File: src/rtl/disp_upd_sched.sv
// rtl/disp_upd_sched.sv - frame-synchronous round-robin scheduler for renderer display data
// Captures a winner in idle, commits its word at a frame boundary, then holds it for a frame count.
`timescale 1ns/1ps
module disp_upd_sched #(
   parameter int                 C_REQ_N       = 4,
   parameter int                 C_DAT_W       = 33,
   parameter int                 C_HOLD_FRAMES = 30,
   parameter logic [C_DAT_W-1:0] C_RST_DAT     = '1
) (
   input  logic                       CK_i,
   input  logic                       ARST_i,
   input  logic                       FRAME_EE_i,
   input  logic                       FREEZE_i,
   input  logic [C_REQ_N-1:0]         REQs_i,
   input  logic [C_REQ_N*C_DAT_W-1:0] DATss_i,
   output logic [C_REQ_N-1:0]         ACKs_o,
   output logic [C_DAT_W-1:0]         DISP_DATss_o,
   output logic [2:0]                 SRC_o,
   output logic                       UPD_EE_o,
   output logic                       BUSY_o
);

   localparam int PTR_W   = $clog2(C_REQ_N);
   localparam int CNT_RAW = $clog2(C_HOLD_FRAMES + 1);
   localparam int CNT_W   = (CNT_RAW < 1) ? 1 : CNT_RAW;
   localparam logic [CNT_W-1:0] HOLD_INIT = CNT_W'(C_HOLD_FRAMES);

   typedef enum logic [1:0] {S_IDLE, S_PEND, S_HOLD} state_t;

   state_t               state_q, state_d;
   logic [PTR_W-1:0]     ptr_q, ptr_d;
   logic [CNT_W-1:0]     cnt_q, cnt_d;
   logic [C_DAT_W-1:0]   pend_dat_q, pend_dat_d;
   logic [2:0]           pend_src_q, pend_src_d;
   logic [C_DAT_W-1:0]   disp_q, disp_d;
   logic [2:0]           src_q, src_d;
   logic [C_REQ_N-1:0]   ack_q, ack_d;
   logic                 upd_q, upd_d;
   logic                 busy_q, busy_d;

   logic                 found;
   logic [PTR_W-1:0]     winner;
   logic [PTR_W-1:0]     scan_idx;
   logic                 frame_ok;

   assign frame_ok = FRAME_EE_i & ~FREEZE_i;

   // Round-robin search starting at the pointer, wrapping past the last requester
   always_comb begin
      found    = 1'b0;
      winner   = '0;
      scan_idx = '0;
      for (int i = 0; i < C_REQ_N; i++) begin
         scan_idx = PTR_W'((int'(ptr_q) + i) % C_REQ_N);
         if (!found && REQs_i[scan_idx]) begin
            found  = 1'b1;
            winner = scan_idx;
         end
      end
   end

   always_ff @(posedge CK_i or posedge ARST_i) begin
      if (ARST_i) begin
         state_q <= S_IDLE;
      end else begin
         state_q <= state_d;
      end
   end

   always_comb begin
      state_d = state_q;
      case (state_q)
         S_IDLE: begin
            if (found) begin
               state_d = S_PEND;
            end
         end
         S_PEND: begin
            if (frame_ok) begin
               state_d = (C_HOLD_FRAMES == 0) ? S_IDLE : S_HOLD;
            end
         end
         S_HOLD: begin
            if (cnt_q == '0) begin
               state_d = S_IDLE;
            end
         end
         default: state_d = S_IDLE;
      endcase
   end

   always_comb begin
      ptr_d      = ptr_q;
      cnt_d      = cnt_q;
      pend_dat_d = pend_dat_q;
      pend_src_d = pend_src_q;
      disp_d     = disp_q;
      src_d      = src_q;
      ack_d      = '0;
      upd_d      = 1'b0;
      busy_d     = (state_d != S_IDLE);
      case (state_q)
         S_IDLE: begin
            if (found) begin
               pend_dat_d     = DATss_i[int'(winner)*C_DAT_W +: C_DAT_W];
               pend_src_d     = 3'(winner);
               ack_d[winner]  = 1'b1;
               ptr_d          = (winner == PTR_W'(C_REQ_N - 1)) ? '0 : winner + 1'b1;
            end
         end
         S_PEND: begin
            if (frame_ok) begin
               disp_d = pend_dat_q;
               src_d  = pend_src_q;
               upd_d  = 1'b1;
               cnt_d  = HOLD_INIT;
            end
         end
         S_HOLD: begin
            if (cnt_q != '0 && frame_ok) begin
               cnt_d = cnt_q - 1'b1;
            end
         end
         default: ;
      endcase
   end

   always_ff @(posedge CK_i or posedge ARST_i) begin
      if (ARST_i) begin
         ptr_q      <= '0;
         cnt_q      <= '0;
         pend_dat_q <= '0;
         pend_src_q <= '0;
         disp_q     <= C_RST_DAT;
         src_q      <= '0;
         ack_q      <= '0;
         upd_q      <= 1'b0;
         busy_q     <= 1'b0;
      end else begin
         ptr_q      <= ptr_d;
         cnt_q      <= cnt_d;
         pend_dat_q <= pend_dat_d;
         pend_src_q <= pend_src_d;
         disp_q     <= disp_d;
         src_q      <= src_d;
         ack_q      <= ack_d;
         upd_q      <= upd_d;
         busy_q     <= busy_d;
      end
   end

   assign ACKs_o       = ack_q;
   assign DISP_DATss_o = disp_q;
   assign SRC_o        = src_q;
   assign UPD_EE_o     = upd_q;
   assign BUSY_o       = busy_q;

endmodule

File: config.mk
export PLATFORM = sky130hd
export DESIGN_NAME = disp_upd_sched
export DESIGN_NICKNAME = d
export VERILOG_FILES = /design/src/rtl/disp_upd_sched.sv
export SDC_FILE = /design/constraint.sdc
export NUM_CORES = 1
export LEC_CHECK = 0
export ABC_AREA = 0
export CORE_MARGIN = 10
export CORE_UTILIZATION = 45
export CTS_CLUSTER_DIAMETER = 100
export DETAILED_ROUTE_END_ITERATION = 7
export DONT_BUFFER_PORTS = 1
export SLEW_MARGIN = 10
export SYNTH_ARGS = -nofsm -noshare
export SYNTH_HDL_FRONTEND = slang
export SYNTH_SLANG_ARGS = --single-unit
File: constraint.sdc
create_clock -name CK_i -period 3.5 [get_ports CK_i]
set_input_delay 0.875 -clock CK_i [delete_from_list [all_inputs] [get_ports CK_i]]
set_output_delay 0.875 -clock CK_i [all_outputs]
set_load 0.03 [all_outputs]
==> impl_metrics.env <==
export IMPL_grt_max_degree=47
export IMPL_worstSkewPairLatency_ns=0.36
export IMPL_power_static_leakage_uw=0.002213
export IMPL_track_usage_pct=18.92
export IMPL_final_min_period_over_clock_period_pct=63.92
export IMPL_first_global_vias=4120
export IMPL_buffer_ports_inserted=0
export IMPL_setup_repair_after_global_routing_missed_its_margin="no"
export IMPL_max_slew_margin_rel_pct=47.88
export IMPL_insertedDiodeCount=0
export IMPL_clockBufferDepth=2
export IMPL_cts_setup_buffers=0
export IMPL_placed_cells_incl_taps=606
export IMPL_rr_worst_depth=7
export IMPL_syn_inst=500
export IMPL_floorplan_die_area_um2=14670
export IMPL_cap_viol_max_count=0
export IMPL_timing_critical_path_required_ns=3.76
export IMPL_number_of_buffers_added_by_the_clock_tree_synthesis_step=9
export IMPL_layout_cells_non_filler=622
export IMPL_worst_hold_path_type="register to register"
export IMPL_r2r_end="pend_dat_q[12]"
export IMPL_dr_pass1_iters=4
export IMPL_synth_seq_cells=85
export IMPL_pin_count=182
export IMPL_routed_wire_length_per_instance_um=22.46
export IMPL_synth_sequential_area_ratio_pct=47.14
export IMPL_chip_height_um=121.1
export IMPL_cts_num_sinks=85
export IMPL_timing_hold_violations_final=0
export IMPL_worst_clock_skew_ns=0.01683
export IMPL_detail_route_iter0_violations=208
export IMPL_critPathBufInv=2
export IMPL_ff2ff_setup_slack_ns=1.27
export IMPL_slowest_stage="nand2_1"
export IMPL_holdPathEnd="DISP_DATss_o[0]"
export IMPL_r2r_start="ptr_q[0]"
export IMPL_power_per_cell_area_nw_per_um2=874.3
export IMPL_outcome="finished clean"
export IMPL_final_setup_viol_count=0
export IMPL_timing_critical_path_from_type="input pin"
export IMPL_postSynthAreaPerCell_um2=9.199
export IMPL_cp_max_fo=20
export IMPL_detail_route_drc_violations=0
export IMPL_ir_drop_v=0.0003232
export IMPL_final_core_util_pct=50.38
export IMPL_detailroute_via_count=3702
export IMPL_cts_hold_buffers_added=0
export IMPL_worst_setup_path_end_kind="register"
export IMPL_holdPathStages=2
export IMPL_totalWireLength_um=13970
export IMPL_design_power_total_uw=4345
export IMPL_synth_net_count=646
export IMPL_final_max_slew_viol_count=0
export IMPL_post_route_cells_drive_above_1_share_pct=14.52
export IMPL_post_cts_resized_instances=0
export IMPL_total_congestion_overflow_after_global_routing=0
export IMPL_fmax_ghz=0.4470
export IMPL_worst_hold_slack_ns=0.4634
export IMPL_cts_root_buffer_cell="clkbuf_8"
export IMPL_coreArea_um2=9864
export IMPL_synth_lib_cells_used_distinct=42
export IMPL_globalplace_congestion=0.8012
export IMPL_min_delay_start="pend_dat_q[0]"
export IMPL_antenna_found_initial=0
export IMPL_cp_top_family="simple AND/OR/NAND/NOR gates"
export IMPL_tritoncts="done"
export IMPL_htree_num_levels=3
export IMPL_antenna_violating_nets_left=0
export IMPL_yosysWarnings=0
export IMPL_first_pass_grt_wire_length_um=22000
export IMPL_crit_path_cell_trace="nand2b_1, a211o_1, nor2b_1, inv_1, nand2_1, buf_12, o211ai_1"
export IMPL_die_w_um=121.1
export IMPL_final_period_minus_worst_setup_slack_ns=2.237
export IMPL_cpPeakStageDelay_ns=0.37
export IMPL_hpwl_after_detailed_placement_um=9551
export IMPL_syn_to_final_growth_pct=8.052
export IMPL_row_count=36
export IMPL_worstPathArrival_ns=2.50
export IMPL_num_nets_final=630
export IMPL_worstMarginPinSlew_ns=0.7819
export IMPL_via_per_inst=5.952
export IMPL_fin_tns_setup_ns=0
export IMPL_kind_of_critical_path="input pin to register"
export IMPL_post_synth_instance_area_um2=4599
export IMPL_worst_setup_hold_path_clk_slew_ns=0.09
export IMPL_start_util_pct=46.63
## cells in the final DEF (no fill, tap or decap), types with 2 or more instances in the layout
master and count:
o21ai_0 3, nand4_1 33, and2_1 4, clkbuf_8 10, nor2b_1 3, o31ai_1 34
a21o_1 34, nand3b_1 2, clkinv_4 2, nor2_1 6, buf_12 3, o211ai_1 33
or2_2 2, bufinv_16 2, dfstp_2 33, inv_1 3, dfrtp_1 52, nand2b_1 3
ha_1 6, mux2i_1 34, buf_4 10, a21oi_1 2, nand2_1 152
## metrics by stage
stage	area [um2]	worst slack, ns
2_1_floorplan	4599	0.4861
4_1_cts	4970	1.253
3_3_place_gp	4743	0.9605
6_report	4970	1.263
5_1_grt	4970	1.078
3_5_place_dp	4743	0.8920
## cells by family (layout without fill, tap and decap cells)
kind of cell | Yosys count | in the layout | synth area share (%)
xor+xnor | 1 | 1 | 0.1905
simple gates | 214 | 214 | 20.92
compound gates | 113 | 113 | 18.28
other cells | 1 | 1 | 0.08153
buf+inv | 46 | 35 | 4.352
fa+ha+maj | 6 | 6 | 1.632
mux | 34 | 34 | 7.399
flops | 85 | 85 | 47.14
## worst min-delay path: cells and delay by family (launching register included)
kind | cells | cell delay (ns)
flip-flops | 1 | 0.38
AND/OR/NAND/NOR | 2 | 0.10
## layout make-up
type,count,area (um2)
Clock inverter,5,85.08
Sequential cell,85,2168
Inverter,6,23.77
Clock buffer,11,141.4
Tap cell,133,166.4
Timing Repair Buffer,13,135.1
Fill cell,954,4895
Multi-Input combinational cell,369,2250
## power by group
group / switching, uW / internal, uW
Combinational: 792 / 511
Sequential: 712 / 1550
Clock: 358 / 425
Total: 1860 / 2480
## flip-flops by register name, summed over array words and instances, names as in the netlist
register / flops
pend_src_q: 2
DISP_DATss_o: 33
cnt_q: 5
BUSY_o: 1
UPD_EE_o: 1
pend_dat_q: 33
state_q: 2
ACKs_o: 4
ptr_q: 2
SRC_o: 2
## worst max-delay path by stage
stage / start / end / slack, ns / cells past startpoint
after floorplan: ARST_i / ACKs_o[0] / 0.49 / 1
after global placement: REQs_i[3] / pend_dat_q[14] / 0.96 / 7
after detailed placement: REQs_i[3] / pend_dat_q[12] / 0.89 / 7
after CTS: ptr_q[0] / pend_dat_q[12] / 1.25 / 7
after global routing: ptr_q[0] / pend_dat_q[12] / 1.08 / 7
final: REQs_i[3] / pend_dat_q[12] / 1.26 / 7
## synthesized netlist by cell type, drive strengths merged
cell type,number,area [um2]
nand2,152,570.6
a211oi,1,7.510
nand4,33,206.5
dfrtp,52,1301
a21oi,3,18.77
nand2b,3,18.77
xor2,1,8.760
nor3,2,21.27
nand3b,2,15.01
o31ai,34,255.2
and2,4,25.02
a22o,1,8.760
inv,5,18.76
or4,1,7.510
o21a,1,7.510
or2,2,12.51
a211o,1,8.760
o21ai,4,20.01
nor3b,2,20.02
clkinv,1,3.750
nand3,1,5.000
dfstp,33,867.1
buf,7,53.80
a21o,34,255.2
mux2i,34,340.3
and3,1,6.260
nor4b,1,8.760
nor2,7,26.28
clkbuf,33,123.9
ha,6,75.07
nor2b,3,18.77
conb,1,3.750
o211ai,33,247.7
a21boi,1,11.26
## layer usage
layer,global-route usage [%],part of all wire [%]
met1,21.38,39
met2,31.63,50
met3,6.840,8.9
met4,7.843,2.4
met5,0,0
Note: power is estimated with default switching activity, not from simulation.
==> RTL edit, RTL diff (config.mk and constraints unchanged) <==
`pend_dat_q` no longer has a reset.
--- a/src/rtl/disp_upd_sched.sv
+++ b/src/rtl/disp_upd_sched.sv
@@ -129,7 +129,6 @@
       if (ARST_i) begin
          ptr_q      <= '0;
          cnt_q      <= '0;
-         pend_dat_q <= '0;
          pend_src_q <= '0;
          disp_q     <= C_RST_DAT;
          src_q      <= '0;
@@ -139,7 +138,6 @@
       end else begin
          ptr_q      <= ptr_d;
          cnt_q      <= cnt_d;
-         pend_dat_q <= pend_dat_d;
          pend_src_q <= pend_src_d;
          disp_q     <= disp_d;
          src_q      <= src_d;
@@ -147,6 +145,10 @@
          upd_q      <= upd_d;
          busy_q     <= busy_d;
       end
+   end
+
+   always_ff @(posedge CK_i) begin
+      pend_dat_q <= pend_dat_d;
    end
 
    assign ACKs_o       = ack_q;
Check against the original RTL: same outputs for any inputs over 4 cycles, from zero or initial values and one cycle with ARST_i high; that may be too few to reach the edited logic, so the function may still have changed.
==> RTL edit against the unedited design <==
  * Clock skew fell by 0.0076 ns
  * Critical path type is now reg -> reg
  * Sequential share of layout area grew 7.0 points
  * Design area decreased by 7.3%
  * Routed wire length is 27% lower
  * Area after synthesis decreased by 7.2%
  * Sequential cell count unchanged
  * Worst setup slack got worse by 0.013 ns
  * Largest cell class is now flip-flops and latches
  * Die area shrank 6.0%
  * Largest power group unchanged
  * Power shrank 4.9%
==> RTL edit: results <==
group,metric,value,unit
final_layout,sequential_cell_area,2333,um2
worst_setup_path,crit-reg2reg-capture,"pend_dat_q[5]$_DFFE_PP_",
route,route.layer.met1.wl,4005,um
route,drt_iter0_drc,129,
cts,clkLatencyLatePin,0.34,ns
yosys,synthDistinctLibCells,35,
hold_path,holdCritStartpoint,"pend_dat_q[10]$_DFFE_PP_",
grt,grtUsageMet3,5.851,%
yosys,async_set_or_reset_flop_fraction_in_the_synthesized_netlist,61.18,%
route,met2WireLength,5210,um
final_layout,share_of_post_route_cells_with_drive_strength_above_1,16.40,%
final_layout,n_multi_input_combinational_cell,261,
worst_setup_path,max_stage_delay,0.45,ns
route,detailroute.via_count,2671,
final_layout,n_clock_buffer,12,
worst_setup_path,critical_path_fanout_max,21,
worst_setup_path,critPathSlowestCell,"dfrtp_1",
placement,placer_s_final_routability_congestion_estimate,0.8047,
yosys,synth.area.top_cells,"mux2i_1 24%, edfxtp_1 23%, dfstp_2 20%",
power,p_leak,0.002216,uW
power,maximum_vdd_drop,369.0,uV
timing,finalHoldWorstSlack,0.4411,ns
hold_path,sink_of_the_worst_hold_path,"DISP_DATss_o[10]$_DFFE_PP1P_",
grt,grt_pass1_wl,16620,um
route,detail_route.wirelength,10150,um
timing,worst_slew_margin_rel,54.14,%
final_layout,clock_cell_area_share,4.724,%
final_layout,inv_count,9,
final_layout,layout.sequential_cells,85,
yosys,synth.net_count,523,
worst_setup_path,r2r_setup_slack,1.25,ns
grt,grt_util_met2,25.38,%
power,power_frac_clock,18.5,%
final_layout,nets,519,
route,firstDrtPassIters,5,
grt,grt_start_max_net_pins,60,
grt,gr-usage-met1,16.21,%
power,finalPower,4134,uW
placement,hpwl,7641,um
power,p_switching,1624,uW
grt,number_of_global_route_vias_before_repair,3144,
outcome,status,"completed",
final_layout,layout_non_clock_buf_share,1.412,%
[RTL edit: logic make-up (layout without fill, tap and decap cells)]
family / Yosys count / in the layout / share of synthesized area, %
other cells: 1 / 1 / 0.08784
mux: 101 / 101 / 23.68
simple gates: 138 / 138 / 13.54
xor+xnor: 1 / 1 / 0.2052
compound gates: 14 / 14 / 2.169
flops: 85 / 85 / 54.66
fa+ha+maj: 6 / 6 / 1.758
buf+inv: 31 / 32 / 3.898
[RTL edit: stage by stage]
stage / setup slack, ns / cell area (um2) / std cells / utilization [%]
after floorplan: 1.269 / 4269 / 377 / -
after global placement: 1.016 / 4390 / 491 / 47.52
after detailed placement: 0.9305 / 4390 / 491 / 47.52
after CTS: 1.227 / 4608 / 507 / 49.87
after global routing: 1.078 / 4608 / 507 / 49.87
final: 1.250 / 4608 / 507 / 49.87
